### config.mk
export PLATFORM = sky130hd
export DESIGN_NAME = mem_stage
export DESIGN_NICKNAME = d
export VERILOG_FILES = /design/src/rtl/rv32i_pkg.sv /design/src/rtl/load_align.sv /design/src/rtl/mem_stage.sv
export SDC_FILE = /design/constraint.sdc
export NUM_CORES = 1
export LEC_CHECK = 0
export CAP_MARGIN = 20
export CORE_ASPECT_RATIO = 0.75
export CORE_UTILIZATION = 42
export DETAILED_ROUTE_END_ITERATION = 8
export PLACE_DENSITY_LB_ADDON = 0.05
export REMOVE_ABC_BUFFERS = 1
export SYNTH_ARGS = -nofsm -noshare
export SYNTH_HDL_FRONTEND = slang
export SYNTH_HIERARCHICAL = 1
export SYNTH_SLANG_ARGS = --single-unit
### constraint.sdc
create_clock -name clk -period 6.2 [get_ports clk]
set_input_delay 0.93 -clock clk [delete_from_list [all_inputs] [get_ports clk]]
set_output_delay 0.93 -clock clk [all_outputs]
set_load 0.02 [all_outputs]
### src/rtl/rv32i_pkg.sv
// Shared RV32I definitions for the memory stage: load/store funct3 codes,
// memory-access FSM states, byte-enable constants and store-lane helpers.
// Ports: none (package).
package rv32i_pkg;

   // funct3 encodings for loads and stores
   localparam logic [2:0] F3_B  = 3'b000;   // LB / SB
   localparam logic [2:0] F3_H  = 3'b001;   // LH / SH
   localparam logic [2:0] F3_W  = 3'b010;   // LW / SW
   localparam logic [2:0] F3_BU = 3'b100;   // LBU
   localparam logic [2:0] F3_HU = 3'b101;   // LHU

   // Memory-access FSM
   typedef enum logic [1:0] {
      IDLE  = 2'd0,
      WAIT  = 2'd1,
      ABORT = 2'd2
   } mem_state_e;

   // Byte-enable constants
   localparam logic [3:0] BE_NONE = 4'b0000;
   localparam logic [3:0] BE_B0   = 4'b0001;
   localparam logic [3:0] BE_HLO  = 4'b0011;
   localparam logic [3:0] BE_HHI  = 4'b1100;
   localparam logic [3:0] BE_WORD = 4'b1111;

   // Store byte enables; half stores pick the lane pair with addr[1] only.
   function automatic logic [3:0] store_be(input logic [2:0] f3, input logic [1:0] a);
      case (f3)
         F3_B:    return BE_B0 << a;
         F3_H:    return a[1] ? BE_HHI : BE_HLO;
         default: return BE_WORD;
      endcase
   endfunction

   // Store data replicated across lanes so the byte enables alone select it.
   function automatic logic [31:0] store_wdata(input logic [2:0] f3, input logic [31:0] v);
      case (f3)
         F3_B:    return {4{v[7:0]}};
         F3_H:    return {2{v[15:0]}};
         default: return v;
      endcase
   endfunction

endpackage

### src/rtl/load_align.sv
// Load data aligner: selects the addressed byte/half-word lane of the read
// word and sign- or zero-extends it according to funct3 (purely combinational).
// Ports: rdata_i read word, addr_i addr[1:0], funct3_i width code, data_o result.
module load_align
   import rv32i_pkg::*;
(
   input  logic [31:0] rdata_i,
   input  logic [1:0]  addr_i,
   input  logic [2:0]  funct3_i,
   output logic [31:0] data_o
);

   logic [7:0]  byte_sel;
   logic [15:0] half_sel;

   always_comb begin
      byte_sel = rdata_i[7:0];
      case (addr_i)
         2'd0: byte_sel = rdata_i[7:0];
         2'd1: byte_sel = rdata_i[15:8];
         2'd2: byte_sel = rdata_i[23:16];
         2'd3: byte_sel = rdata_i[31:24];
         default: byte_sel = rdata_i[7:0];
      endcase
      // addr[0] is deliberately ignored for halves
      half_sel = addr_i[1] ? rdata_i[31:16] : rdata_i[15:0];
   end

   always_comb begin
      data_o = rdata_i;
      case (funct3_i)
         F3_B:    data_o = {{24{byte_sel[7]}}, byte_sel};
         F3_BU:   data_o = {24'd0, byte_sel};
         F3_H:    data_o = {{16{half_sel[15]}}, half_sel};
         F3_HU:   data_o = {16'd0, half_sel};
         default: data_o = rdata_i;
      endcase
   end

endmodule

### src/rtl/mem_stage.sv
// RV32I memory-access stage: runs loads/stores on a req/ack data port, aligns
// load data, stalls upstream while an access is outstanding, and holds MEM/WB.
// Ports: EX/MEM controls + ula_res/val_B/rd in; stall out; dmem_* req/ack port;
// MEM/WB outputs (reg_wr/mux_reg_wr/ula_res/mem_data/rd) and bus_err_out pulse.
// Option MEM_MISALIGN_TRAP_EN adds misalign_out and suppresses misaligned accesses.
module mem_stage
   import rv32i_pkg::*;
#(
   parameter int TIMEOUT_CYC = 15,
   parameter int ADDR_W      = 32
) (
   input  logic              clk,
   input  logic              rst,
   input  logic              mem_rd_in,
   input  logic              mem_wr_in,
   input  logic              reg_wr_in,
   input  logic              mux_reg_wr_in,
   input  logic [2:0]        funct3_in,
   input  logic [31:0]       ula_res_in,
   input  logic [31:0]       val_B_in,
   input  logic [4:0]        rd_in,
   output logic              stall,
   output logic              dmem_req,
   output logic              dmem_we,
   output logic [ADDR_W-1:0] dmem_addr,
   output logic [31:0]       dmem_wdata,
   output logic [3:0]        dmem_be,
   input  logic              dmem_ack,
   input  logic [31:0]       dmem_rdata,
   output logic              reg_wr_out,
   output logic              mux_reg_wr_out,
   output logic [31:0]       ula_res_out,
   output logic [31:0]       mem_data_out,
   output logic [4:0]        rd_out,
   output logic              bus_err_out
`ifdef MEM_MISALIGN_TRAP_EN
   ,
   output logic              misalign_out
`endif
);

   localparam int CNT_W = (TIMEOUT_CYC > 0) ? $clog2(TIMEOUT_CYC + 1) : 1;

   mem_state_e       state_q, state_d;
   logic [CNT_W-1:0] cnt_q, cnt_d;

   logic        access, misaligned, go;
   logic        req_c, stall_c, timeout_c, bubble_c;
   logic [31:0] load_data;

   logic        reg_wr_q, mux_reg_wr_q, bus_err_q, misalign_q;
   logic [31:0] ula_res_q, mem_data_q;
   logic [4:0]  rd_q;

   assign access = mem_rd_in | mem_wr_in;

`ifdef MEM_MISALIGN_TRAP_EN
   // Half codes share funct3[1:0]=01, word uses 10
   assign misaligned = access & (((funct3_in[1:0] == 2'b01) & ula_res_in[0]) |
                                 ((funct3_in[1:0] == 2'b10) & (|ula_res_in[1:0])));
`else
   assign misaligned = 1'b0;
`endif

   assign go = access & ~misaligned;

   always_comb begin
      state_d   = state_q;
      cnt_d     = cnt_q;
      req_c     = 1'b0;
      stall_c   = 1'b0;
      timeout_c = 1'b0;
      case (state_q)
         IDLE: begin
            if (go) begin
               req_c = 1'b1;
               if (!dmem_ack) begin
                  stall_c = 1'b1;
                  state_d = WAIT;
                  cnt_d   = '0;
               end
            end
         end
         WAIT: begin
            if (!go) begin
               state_d = IDLE;
            end else if (dmem_ack) begin
               // ack wins over a simultaneous timeout
               req_c   = 1'b1;
               state_d = IDLE;
            end else if (cnt_q == CNT_W'(TIMEOUT_CYC)) begin
               // release upstream with the request dropped; result discarded
               timeout_c = 1'b1;
               state_d   = ABORT;
            end else begin
               req_c   = 1'b1;
               stall_c = 1'b1;
               cnt_d   = cnt_q + 1'b1;
            end
         end
         ABORT: begin
            state_d = IDLE;
         end
         default: state_d = IDLE;
      endcase
   end

   // Reset must silence the combinational outputs immediately
   assign stall    = stall_c & ~rst;
   assign dmem_req = req_c & ~rst;
   assign dmem_we  = dmem_req & mem_wr_in;

   assign dmem_addr  = {ula_res_in[ADDR_W-1:2], 2'b00};
   assign dmem_wdata = store_wdata(funct3_in, val_B_in);
   assign dmem_be    = mem_wr_in ? store_be(funct3_in, ula_res_in[1:0]) : BE_NONE;

   load_align u_load_align (
      .rdata_i  (dmem_rdata),
      .addr_i   (ula_res_in[1:0]),
      .funct3_i (funct3_in),
      .data_o   (load_data)
   );

   assign bubble_c = stall_c | timeout_c | (state_q == ABORT) | misaligned;

   always_ff @(posedge clk or posedge rst) begin
      if (rst) begin
         state_q      <= IDLE;
         cnt_q        <= '0;
         reg_wr_q     <= 1'b0;
         mux_reg_wr_q <= 1'b0;
         ula_res_q    <= '0;
         mem_data_q   <= '0;
         rd_q         <= '0;
         bus_err_q    <= 1'b0;
         misalign_q   <= 1'b0;
      end else begin
         state_q    <= state_d;
         cnt_q      <= cnt_d;
         bus_err_q  <= timeout_c;
         misalign_q <= misaligned & (state_q == IDLE);
         if (bubble_c) begin
            reg_wr_q     <= 1'b0;
            mux_reg_wr_q <= 1'b0;
         end else begin
            reg_wr_q     <= reg_wr_in;
            mux_reg_wr_q <= mux_reg_wr_in;
            ula_res_q    <= ula_res_in;
            mem_data_q   <= load_data;
            rd_q         <= rd_in;
         end
      end
   end

   assign reg_wr_out     = reg_wr_q;
   assign mux_reg_wr_out = mux_reg_wr_q;
   assign ula_res_out    = ula_res_q;
   assign mem_data_out   = mem_data_q;
   assign rd_out         = rd_q;
   assign bus_err_out    = bus_err_q;
`ifdef MEM_MISALIGN_TRAP_EN
   assign misalign_out   = misalign_q;
`else
   // keep the flop tied off cleanly when the trap is compiled out
   logic unused_misalign;
   assign unused_misalign = misalign_q;
`endif

endmodule

==> flow_metrics.tcl <==
set metrics [dict create \
    postCtsSetupRepairBufs 0 \
    synth-edff-count 0 \
    netlist_area_mm2 0.00446 \
    first_pass_iters 5 \
    fin_crit_ns 4.08 \
    slew_viol_final 0 \
    fp.dieArea_mm2 0.0110 \
    ys_seq_elements 78 \
    clk_latency_ns 0.33 \
    die_x_um 121 \
    totalWireLength_mm 12.2 \
    n_fill_cell 791 \
    syn2layout_area_growth_pct 57.7 \
    numCtsBuffers 9 \
    num_vias 3796 \
    yosysSeqAreaShare_pct 43.7 \
    setup-tns-final_ns 0 \
    track_usage_pct 21.9 \
    syn_inst 399 \
    critPathMaxStageDelay_ns 0.60 \
    initial_utilization_pct 43.4 \
    ant_nets 0 \
    startpoint_type "primary input" \
    layout.cells.non_filler 745 \
    grt_pass1_vias 3782 \
    drcViolationCount 0 \
    status "finished clean" \
    vdd_ir_drop_max_uv 186 \
    critPathKind "in2out" \
    clock-root-buffer "clkbuf_16" \
    std_cell_rows 32 \
    die-height_um 91.3 \
    report.final.setup_viol 0 \
    worstMarginPinSlew_ns 0.956 \
    yosys_warnings 6 \
    drive_gt1_share_pct 18.9 \
    cts_tree "built" \
    wl_per_cell_um 16.3 \
    cp_slowest_cell "nor3_2" \
    io_pins 254 \
    ctsResizeCount 0 \
    worstPathRequired_ns 5.27 \
    antenna_found_initial 0 \
    power.density_mw_per_mm2 235 \
    rsz0062_at_grt "no" \
    slew_headroom_pct 36.3 \
    final_nets 717 \
    cp_top_family "buffers and inverters" \
    fmax_ghz 0.245 \
    p_leak_nw 3.02 \
    antenna_cells 0 \
    drt_iter0_drc 112 \
    grt_max_degree 73 \
    crit_path_cell_trace "clkdlybuf4s50_1 > buf_4 > nor3_2 > mux2_2 > clkdlybuf4s50_1" \
    fin_crit_sh_pct 65.8 \
    clockBufferDepth 2 \
    final_util_pct 68.4 \
    crit_buf_inv 3 \
    globalRouteOverflowTotal 0 \
    avgSynthCellArea_um2 11.2 \
    cp_data_arrival_time_ns 3.15 \
    path_max_fanout 40 \
    cap_violations 0 \
    ys_types 45 \
    fin_ws_ns 2.12 \
    cts_num_sinks 78 \
    clk_pin_slew_worst_paths_ns 0.06 \
    cp_common_cell "clkdlybuf4s50_1" \
    dp_hpwl_mm 8.95 \
    dpl.cell_count 730 \
    end_kind "output port" \
    dp_slack_ns 2.12 \
    htreeDepth 3 \
    holdWs_ns 0.497 \
    viasPerCell 5.10 \
    postSynth.asyncResetShare_pct 100 \
    ys.flop_type "dfrtp_1" \
    holdBufCountCts 0 \
    clock_skew_ns 0.00453 \
    core_mm2 0.0103 \
    numPortBuffers 251 \
    hold_viol 0 \
    gp_congestion 0.849 \
    hold_class "reg2reg" \
    grt_pass1_wl_mm 18.8 \
]
==> final timing paths <==
kind	endpoint	startpoint	depth (start not counted)	slack [ns]
worst max-delay path	dmem_wdata[10]	funct3_in[1]	5	2.12
worst min-delay path	ula_res_out[0]	ula_res_out[0]	2	0.50
worst max register to register	rd_out[3]	state_q[0]	4	4.08
worst min register to register	ula_res_out[0]	ula_res_out[0]	2	0.50
max in group asynchronous	ula_res_out[21]	rst	3	4.22
min in group asynchronous	bus_err_out	rst	2	0.92
==> synth_stat cells, types with 5 or more instances <==
master,count,area [um2]
mux2_2,79,890
dfrtp_1,78,1950
buf_4,40,300
nand2_1,38,143
nor2_1,18,67.6
a21o_1,17,128
a21oi_1,11,55.1
clkbuf_1,10,37.5
mux2i_1,9,90.1
a221o_1,8,80.1
buf_6,8,90.1
nand2b_1,8,50.1
o21ai_1,8,40.0
a22oi_1,7,52.6
inv_1,7,26.3
mux2_4,6,90.1
nor2b_1,5,31.3
o21ai_0,5,25.0
==> kinds of logic after synthesis <==
kind of cell / Yosys count / share of synthesized area (%)
AOI/OAI and AO/OA: 70 / 11.7
adders and majority gates: 1 / 0.280
buffers and inverters: 69 / 10.6
DFF: 78 / 43.7
muxes: 95 / 24.5
other: 1 / 0.0840
and+or+nand+nor: 85 / 9.08
==> metrics by stage <==
| stage | area, um2 | power (mW) |
|---|---|---|
| 6_report | 7040 | 1.65 |
| 5_1_grt | 7040 | 1.73 |
| 4_1_cts | 7040 | 1.68 |
| 3_5_place_dp | 6740 | 1.14 |
| 3_3_place_gp | 6740 | 1.13 |
| 2_1_floorplan | 4020 | 0.834 |
==> layer usage <==
| metal | track usage [%] | share of wire (%) | vias to the layer above |
|---|---|---|---|
| met4 | 7.00 | 1.4 | 0 |
| met5 | 0 | 0 | - |
| met2 | 36.4 | 49 | 155 |
| met1 | 26.7 | 40 | 1847 |
| li1 | - | - | 1779 |
| met3 | 7.47 | 9.2 | 15 |
==> power by group <==
part | switching, mW | leakage [nW] | internal (mW) | total, mW
logic | 0.245 | 1.93 | 0.286 | 0.531
registers | 0.0330 | 0.944 | 0.567 | 0.600
clock network | 0.200 | 0.141 | 0.321 | 0.521
==> sequential cells by signal (all words and copies together) (netlist names) <==
register,count
mem_data_out,32
ula_res_out,32
rd_out,5
cnt_q,4
state_q,2
bus_err_out,1
mux_reg_wr_out,1
reg_wr_out,1
==> layout make-up <==
cell class / count / area (um2) / share of cell area (%)
well taps: 136 / 170 / 2.42
multi-input cells: 253 / 2040 / 29.0
clock inverters: 5 / 58.8 / 0.835
clock buffers: 10 / 239 / 3.39
inverters: 7 / 27.5 / 0.391
flip-flops and latches: 78 / 1950 / 27.7
repair buffers: 256 / 2550 / 36.2
==> cell usage in the layout (no fill, tap or decap), types with 2 or more instances in the layout <==
cell / instances
clkinvlp_4: 2
mux2_4: 6
nand3_1: 4
clkinv_2: 2
mux2_2: 79
o21ai_0: 5
o21ai_1: 8
a21oi_1: 11
nand2b_1: 8
nor2_1: 18
a21o_1: 17
conb_1: 2
clkdlybuf4s50_1: 251
nand2_1: 38
o221ai_1: 2
and2_1: 2
o21bai_2: 2
nor4_1: 2
buf_4: 5
dfrtp_1: 78
a22oi_1: 7
a221o_1: 8
a21boi_0: 2
mux2i_1: 9
clkbuf_16: 9
inv_1: 6
nor2b_1: 5
==> tightest hold or removal path, delay by kind of cell (launching register included) <==
kind | cells | cell delay [ns]
AO/OA/AOI/OAI | 1 | 0.07
flip-flops | 1 | 0.34
AND/OR/NAND/NOR | 1 | 0.04
No activity file was read; power rests on OpenSTA's default activity.
